`config.mk`:
```
export PLATFORM = sky130hd
export DESIGN_NAME = prtcl_chkr_block_ctrl_flat
export DESIGN_NICKNAME = d
export VERILOG_FILES = /design/src/rtl/prtcl_chkr_block_ctrl_if.sv /design/src/rtl/prtcl_chkr_block_ctrl.sv /design/src/flat_wrapper.sv
export SDC_FILE = /design/constraint.sdc
export NUM_CORES = 1
export LEC_CHECK = 0
export CAP_MARGIN = 20
export CORE_ASPECT_RATIO = 1.5
export CORE_MARGIN = 2
export CORE_UTILIZATION = 55
export CTS_BUF_LIST = sky130_fd_sc_hd__clkbuf_4
export DETAILED_ROUTE_END_ITERATION = 10
export PLACE_DENSITY = 0.87
export SYNTH_ARGS = -nofsm -noshare
export SYNTH_HDL_FRONTEND = slang
export SYNTH_SLANG_ARGS = --single-unit
```
`constraint.sdc`:
```
create_clock -name clk -period 5.2 [get_ports clk]
set_input_delay 1.04 -clock clk [delete_from_list [all_inputs] [get_ports clk]]
set_output_delay 1.04 -clock clk [all_outputs]
set_load 0.02 [all_outputs]
```
`src/rtl/prtcl_chkr_block_ctrl_if.sv`:
```
// ----------------------------------------------------------------------------
// prtcl_chkr_block_ctrl_if
// Purpose : Groups the MMIO read-request handshake and the completion
//           handshake used by prtcl_chkr_block_ctrl.
// Signals :
//   i_mmio_rd_valid  - read request valid            (requester -> block)
//   i_mmio_rd_tag    - read request tag, TAG_W bits  (requester -> block)
//   o_mmio_rd_ready  - read request accepted         (block -> requester)
//   o_cpl_valid      - blocked-read completion valid (block -> consumer)
//   o_cpl_tag        - completion tag, TAG_W bits    (block -> consumer)
//   o_cpl_data       - completion data, 64 bits      (block -> consumer)
//   i_cpl_ready      - completion consumer ready     (consumer -> block)
// Modports: master = requester/consumer side, slave = the block itself.
// ----------------------------------------------------------------------------
interface prtcl_chkr_block_ctrl_if #(
  parameter int TAG_W = 10
) ();

  logic             i_mmio_rd_valid;
  logic [TAG_W-1:0] i_mmio_rd_tag;
  logic             o_mmio_rd_ready;
  logic             o_cpl_valid;
  logic [TAG_W-1:0] o_cpl_tag;
  logic [63:0]      o_cpl_data;
  logic             i_cpl_ready;

  modport master (
    output i_mmio_rd_valid,
    output i_mmio_rd_tag,
    input  o_mmio_rd_ready,
    input  o_cpl_valid,
    input  o_cpl_tag,
    input  o_cpl_data,
    output i_cpl_ready
  );

  modport slave (
    input  i_mmio_rd_valid,
    input  i_mmio_rd_tag,
    output o_mmio_rd_ready,
    output o_cpl_valid,
    output o_cpl_tag,
    output o_cpl_data,
    input  i_cpl_ready
  );

endinterface

```
`src/rtl/prtcl_chkr_block_ctrl.sv`:
```
// ----------------------------------------------------------------------------
// prtcl_chkr_block_ctrl
// Purpose : Watches a protocol-checker error vector. The first unmasked error
//           moves the block from IDLE to BLOCK, where MMIO reads are accepted
//           into a pending FIFO and answered with all-ones completions. A CSR
//           clear request (in BLOCK) drains the pending completions, then
//           enters CLEAR, pulses o_clear_errors for CLR_CYCLES cycles and
//           returns to IDLE with the captured error state wiped.
// Ports   :
//   clk, rst            - clock, synchronous active-high reset
//   i_error_vector      - per-cycle error pulses (ERR_W)
//   i_err_mask          - 1 = ignore that error bit (ERR_W)
//   i_clear_req         - single-cycle clear request
//   mmio                - read request / completion handshakes (slave)
//   o_blocking_traffic  - high in BLOCK and CLEAR
//   o_first_err         - masked vector that caused entry to BLOCK
//   o_err_count         - saturating count of error cycles (16 bits)
//   o_clear_errors      - clear pulse to the checker
//   o_clear_busy        - clear pending or in progress
//   o_state             - IDLE = 0, BLOCK = 1, CLEAR = 2
// ----------------------------------------------------------------------------
module prtcl_chkr_block_ctrl #(
  parameter int ERR_W      = 16,
  parameter int TAG_W      = 10,
  parameter int FIFO_DEPTH = 8,
  parameter int CLR_CYCLES = 4
) (
  input  logic                 clk,
  input  logic                 rst,
  input  logic [ERR_W-1:0]     i_error_vector,
  input  logic [ERR_W-1:0]     i_err_mask,
  input  logic                 i_clear_req,
  prtcl_chkr_block_ctrl_if.slave mmio,
  output logic                 o_blocking_traffic,
  output logic [ERR_W-1:0]     o_first_err,
  output logic [15:0]          o_err_count,
  output logic                 o_clear_errors,
  output logic                 o_clear_busy,
  output logic [1:0]           o_state
);

  localparam int PTR_W = (FIFO_DEPTH > 1) ? $clog2(FIFO_DEPTH) : 1;
  localparam int CNT_W = $clog2(CLR_CYCLES + 1);

  localparam logic [PTR_W-1:0] PTR_LAST  = PTR_W'(FIFO_DEPTH - 1);
  localparam logic [PTR_W:0]   FIFO_FULL = (PTR_W + 1)'(FIFO_DEPTH);
  localparam logic [CNT_W-1:0] CLR_LAST  = CNT_W'(CLR_CYCLES - 1);

  typedef enum logic [1:0] {
    IDLE  = 2'd0,
    BLOCK = 2'd1,
    CLEAR = 2'd2
  } state_t;

  state_t           state_q, state_d;
  logic [ERR_W-1:0] firstErr_q, firstErr_d;
  logic [15:0]      errCount_q, errCount_d;
  logic             clearPending_q, clearPending_d;
  logic [CNT_W-1:0] clrCnt_q, clrCnt_d;
  logic [PTR_W-1:0] wrPtr_q, wrPtr_d;
  logic [PTR_W-1:0] rdPtr_q, rdPtr_d;
  logic [PTR_W:0]   fifoCount_q, fifoCount_d;
  logic [TAG_W-1:0] fifoMem_q [FIFO_DEPTH];

  logic [ERR_W-1:0] maskedErr;
  logic             errHit;
  logic             fifoFull;
  logic             fifoEmpty;
  logic             push;
  logic             pop;

  assign maskedErr = i_error_vector & ~i_err_mask;
  assign errHit    = |maskedErr;
  assign fifoFull  = (fifoCount_q == FIFO_FULL);
  assign fifoEmpty = (fifoCount_q == '0);

  // Reads are only taken while blocking; fullness alone gates the push, so a
  // pop in the same cycle never frees a slot early.
  assign push = (state_q == BLOCK) & mmio.i_mmio_rd_valid & ~fifoFull;
  assign pop  = ~fifoEmpty & mmio.i_cpl_ready;

  // Next-state and datapath update. Everything holds by default; the FSM case
  // then overrides what each state is allowed to change.
  always_comb begin
    state_d        = state_q;
    firstErr_d     = firstErr_q;
    errCount_d     = errCount_q;
    clearPending_d = clearPending_q;
    clrCnt_d       = clrCnt_q;
    wrPtr_d        = wrPtr_q;
    rdPtr_d        = rdPtr_q;
    fifoCount_d    = fifoCount_q;

    if ((state_q != CLEAR) && errHit && (errCount_q != 16'hFFFF)) begin
      errCount_d = errCount_q + 16'd1;
    end

    if (push) begin
      wrPtr_d = (wrPtr_q == PTR_LAST) ? '0 : wrPtr_q + 1'b1;
    end
    if (pop) begin
      rdPtr_d = (rdPtr_q == PTR_LAST) ? '0 : rdPtr_q + 1'b1;
    end
    case ({push, pop})
      2'b10:   fifoCount_d = fifoCount_q + 1'b1;
      2'b01:   fifoCount_d = fifoCount_q - 1'b1;
      default: fifoCount_d = fifoCount_q;
    endcase

    case (state_q)
      IDLE: begin
        if (errHit) begin
          state_d    = BLOCK;
          firstErr_d = maskedErr;
        end
      end
      BLOCK: begin
        if (i_clear_req) begin
          clearPending_d = 1'b1;
        end
        // Pending completions are drained before the clear starts, and a read
        // arriving in the same cycle keeps us here to answer it too.
        if (clearPending_q && fifoEmpty && !push) begin
          state_d  = CLEAR;
          clrCnt_d = '0;
        end
      end
      CLEAR: begin
        if (clrCnt_q == CLR_LAST) begin
          state_d        = IDLE;
          firstErr_d     = '0;
          errCount_d     = '0;
          clearPending_d = 1'b0;
        end else begin
          clrCnt_d = clrCnt_q + 1'b1;
        end
      end
      default: begin
        state_d = IDLE;
      end
    endcase
  end

  // State register with synchronous reset; reset also empties the FIFO by
  // zeroing its pointers and occupancy.
  always_ff @(posedge clk) begin
    if (rst) begin
      state_q        <= IDLE;
      firstErr_q     <= '0;
      errCount_q     <= '0;
      clearPending_q <= 1'b0;
      clrCnt_q       <= '0;
      wrPtr_q        <= '0;
      rdPtr_q        <= '0;
      fifoCount_q    <= '0;
    end else begin
      state_q        <= state_d;
      firstErr_q     <= firstErr_d;
      errCount_q     <= errCount_d;
      clearPending_q <= clearPending_d;
      clrCnt_q       <= clrCnt_d;
      wrPtr_q        <= wrPtr_d;
      rdPtr_q        <= rdPtr_d;
      fifoCount_q    <= fifoCount_d;
    end
  end

  // Tag storage needs no reset: an entry is only visible once counted.
  always_ff @(posedge clk) begin
    if (push) begin
      fifoMem_q[wrPtr_q] <= mmio.i_mmio_rd_tag;
    end
  end

  // Completion tag and data are forced to zero when nothing is pending so
  // that every output reads 0 straight out of reset.
  assign mmio.o_mmio_rd_ready = (state_q == BLOCK) & ~fifoFull;
  assign mmio.o_cpl_valid     = ~fifoEmpty;
  assign mmio.o_cpl_tag       = fifoEmpty ? '0 : fifoMem_q[rdPtr_q];
  assign mmio.o_cpl_data      = fifoEmpty ? 64'h0 : 64'hFFFF_FFFF_FFFF_FFFF;

  assign o_blocking_traffic = (state_q == BLOCK) | (state_q == CLEAR);
  assign o_first_err        = firstErr_q;
  assign o_err_count        = errCount_q;
  assign o_clear_errors     = (state_q == CLEAR);
  assign o_clear_busy       = clearPending_q | (state_q == CLEAR);
  assign o_state            = state_q;

endmodule

```
`src/flat_wrapper.sv`:
```
// flat-port wrapper written by rule: the top's interface ports become plain ports
module prtcl_chkr_block_ctrl_flat 
#(
  parameter int ERR_W      = 16,
  parameter int TAG_W      = 10,
  parameter int FIFO_DEPTH = 8,
  parameter int CLR_CYCLES = 4
)
  (clk, rst, i_error_vector, i_err_mask, i_clear_req, o_blocking_traffic, o_first_err, o_err_count, o_clear_errors, o_clear_busy, o_state, mmio_i_mmio_rd_valid, mmio_i_mmio_rd_tag, mmio_o_mmio_rd_ready, mmio_o_cpl_valid, mmio_o_cpl_tag, mmio_o_cpl_data, mmio_i_cpl_ready);
  prtcl_chkr_block_ctrl_if #(.TAG_W(TAG_W)) mmio_i ();
  input  logic clk;
  input  logic rst;
  input  logic [ERR_W-1:0] i_error_vector;
  input  logic [ERR_W-1:0] i_err_mask;
  input  logic i_clear_req;
  output logic o_blocking_traffic;
  output logic [ERR_W-1:0] o_first_err;
  output logic [15:0] o_err_count;
  output logic o_clear_errors;
  output logic o_clear_busy;
  output logic [1:0] o_state;
  input wire logic [$bits(mmio_i.i_mmio_rd_valid)-1:0] mmio_i_mmio_rd_valid;
  input wire logic [$bits(mmio_i.i_mmio_rd_tag)-1:0] mmio_i_mmio_rd_tag;
  output wire logic [$bits(mmio_i.o_mmio_rd_ready)-1:0] mmio_o_mmio_rd_ready;
  output wire logic [$bits(mmio_i.o_cpl_valid)-1:0] mmio_o_cpl_valid;
  output wire logic [$bits(mmio_i.o_cpl_tag)-1:0] mmio_o_cpl_tag;
  output wire logic [$bits(mmio_i.o_cpl_data)-1:0] mmio_o_cpl_data;
  input wire logic [$bits(mmio_i.i_cpl_ready)-1:0] mmio_i_cpl_ready;
  assign mmio_i.i_mmio_rd_valid = mmio_i_mmio_rd_valid;
  assign mmio_i.i_mmio_rd_tag = mmio_i_mmio_rd_tag;
  assign mmio_o_mmio_rd_ready = mmio_i.o_mmio_rd_ready;
  assign mmio_o_cpl_valid = mmio_i.o_cpl_valid;
  assign mmio_o_cpl_tag = mmio_i.o_cpl_tag;
  assign mmio_o_cpl_data = mmio_i.o_cpl_data;
  assign mmio_i.i_cpl_ready = mmio_i_cpl_ready;
  prtcl_chkr_block_ctrl #(.ERR_W(ERR_W), .TAG_W(TAG_W), .FIFO_DEPTH(FIFO_DEPTH), .CLR_CYCLES(CLR_CYCLES)) u_core (.clk(clk), .rst(rst), .i_error_vector(i_error_vector), .i_err_mask(i_err_mask), .i_clear_req(i_clear_req), .mmio(mmio_i), .o_blocking_traffic(o_blocking_traffic), .o_first_err(o_first_err), .o_err_count(o_err_count), .o_clear_errors(o_clear_errors), .o_clear_busy(o_clear_busy), .o_state(o_state));
endmodule
```
==> results.cfg <==
[min_path]
holdPathEnd = u_core.o_first_err[3]$_SDFFE_PP0P_
hold_path_class = reg2reg
hold_path_depth = 2
min_from = u_core.o_first_err[3]$_SDFFE_PP0P_

[clock_network]
cts_buffers = 17
h-tree-depth = 4
clock_latency_ns = 0.52
clkSinkCount = 131
clockBufferDepth = 2
clk_pin_slew_ns = 0.12
cts_resized = 0
cts-root-buf = clkbuf_4
ctsHoldBuffers = 0
cts_tree = yes
post_cts_buffers = 0

[route]
wl_um = 12900
drtIter0Drc = 227
viasPerCell = 5.52
drt_pass1_iterations = 4
drt.antenna.violating_nets = 0
vias = 4159
wl_per_cell_um = 17.2
route.detailed.drc = 0

[yosys]
synth_area_mm2 = 0.00617
synth_area_per_cell_um2 = 12.6
yosysWarnings = 0
synth_compound_area_frac = 0.0856
synth-edff-count = 80
synth-seq-area-share = 0.555
synthAdderAreaFrac = 0.0304
yosys_register_bits = 131
synthXorXnorAreaFrac = 0.00426
netlist_instances = 491
synth_top_family_by_area = simple AND/OR/NAND/NOR gates
async_flop_share = 0
synth_fp_nets = 553
synth-simple-area-share = 0.122
synth_flop_cell = edfxtp_1
yosys-mux-area-fraction = 0.0942
synth_cell_types = 50

[status]
status = complete, no violations

[power]
peakVddDrop_mv = 0.551
p_per_area_mw_per_mm2 = 607
finalPower_uw = 4690
p_leak_uw = 0.00256

[placement]
portBuffers = 159
dpl.hpwl_um = 9040
gp_congestion = 0.794
dp_slack_ns = 1.69

[worst_setup_path]
cp.required_ns = 4.16
reg2reg_depth = 11
start_kind = flop
cp-end-kind = output pin
rrSetupSlack_ns = 1.71
worstReg2RegStart = u_core.fifoCount_q[0]$_SDFFE_PP0P_
r2r_end = u_core.fifoCount_q[2]$_SDFFE_PP0P_
crit_start = u_core.fifoCount_q[0]$_SDFFE_PP0P_
cp_max_fo = 67
arrival_ns = 2.84
crit_type = reg2out

[global_routing]
grt_antenna_before_repair = 0
grt_pass1_wl_um = 20700
busiest_layer = met2
grt_util_met3 = 0.0617
use_met1 = 0.231
gr-total-overflow = 0
grt_pass1_vias = 4215
use_met2 = 0.419
grt_max_degree = 68
track_usage = 0.219

[timing]
setup_viol = 0
hold_viol = 0
hold_ws_ns = 0.487
final.setup_skew_ns = 0.0232
max-slew-margin-rel = 0.265
tightest_slew_ns = 1.10
setup_tns_ns = 0
period_share = 0.745
final_max_slew_viol_count = 0
fmax_ghz = 0.258
post-route-min-period_ns = 3.88
rsz0062_at_grt = no
worst_slack_ns = 1.32

[die]
initial_utilization = 0.561
die_area_mm2 = 0.0121
die_w_um = 90.5
fp.dieH_um = 134
core-area_mm2 = 0.0110
rows = 47
pin_count = 160

[flow_run]
max_cap_viol_count = 0

[final_layout]
nFillCells = 791
num_antenna_cells = 0
nets = 656
layout_commonest_cell = clkdlybuf4s50_1
fin_util = 0.701
areaGrowthSynthToFinish_pct = 25.1
regArea_mm2 = 0.00342
final_cell_mix = clkdlybuf4s50_1, edfxtp_1, dfxtp_1
multi_input_area_mm2 = 0.00209
drive_above_1_share = 0.125
worst max-delay path, stage by stage (launching register included):
cell and delay (ns):
dfxtp_1 0.41, nor4_4 0.66, inv_2 0.55, clkdlybuf4s50_1 0.69
worst max path at each step:
stage | end
detailed placement | u_core.fifoCount_q[2]$_SDFFE_PP0P_
floorplan | u_core.fifoMem_q[0][0]$_DFFE_PP_
finish | mmio_o_cpl_data[0]
CTS | mmio_o_cpl_data[0]
global placement | u_core.fifoCount_q[2]$_SDFFE_PP0P_
global route | mmio_o_cpl_data[21]
cell families after synthesis:
kind of cell,Yosys count
compound gates,74
xor+xnor,3
fa+ha+maj,15
buf+inv,107
flops,131
mux,33
simple gates,128
stage by stage:
step	cell area, um^2	instances
2_1_floorplan	6170	491
3_3_place_gp	7410	718
3_5_place_dp	7410	718
4_1_cts	7680	750
5_1_grt	7710	754
6_report	7710	754
cell usage after synthesis (13+ instances only):
cell type | number | share of area
edfxtp_1 | 80 | 0.39
buf_4 | 65 | 0.079
dfxtp_1 | 51 | 0.17
a21oi_1 | 27 | 0.022
nand2b_1 | 26 | 0.026
inv_1 | 23 | 0.014
nor2_1 | 21 | 0.013
mux4_2 | 20 | 0.073
nand2_1 | 18 | 0.011
o32ai_1 | 16 | 0.023
ha_1 | 15 | 0.030
mux2i_1 | 13 | 0.021
registers in the layout, indices dropped and copies added (netlist names), named ones only:
name                   flops
u_core.clearPending_q      1
u_core.clrCnt_q            3
u_core.fifoCount_q         4
u_core.fifoMem_q          80
u_core.o_err_count        16
u_core.o_first_err        16
u_core.o_state             2
u_core.rdPtr_q             3
u_core.wrPtr_q             3
cell type report:
type                    count  area share
repair buffers            167       0.215
multi-input cells         253       0.272
inverters                  24      0.0117
flip-flops and latches    131       0.444
clock inverters            15      0.0178
well taps                 147      0.0238
clock buffers              17      0.0165
power breakdown:
group / switching, uW / internal [uW] / total (uW) / leakage (uW)
clock network: 419 / 212 / 631 / 0.000144
logic: 1510 / 1290 / 2800 / 0.00128
registers: 70.7 / 1180 / 1250 / 0.00114
total: 2000 / 2680 / 4690 / 0.00256
metal layers:
metal | wire length, um | vias up
met4 | 64 | 0
met1 | 4840 | 2033
met5 | 0 | -
li1 | - | 1993
met3 | 704 | 4
met2 | 7330 | 129
No activity file was read; power rests on OpenSTA's default activity.
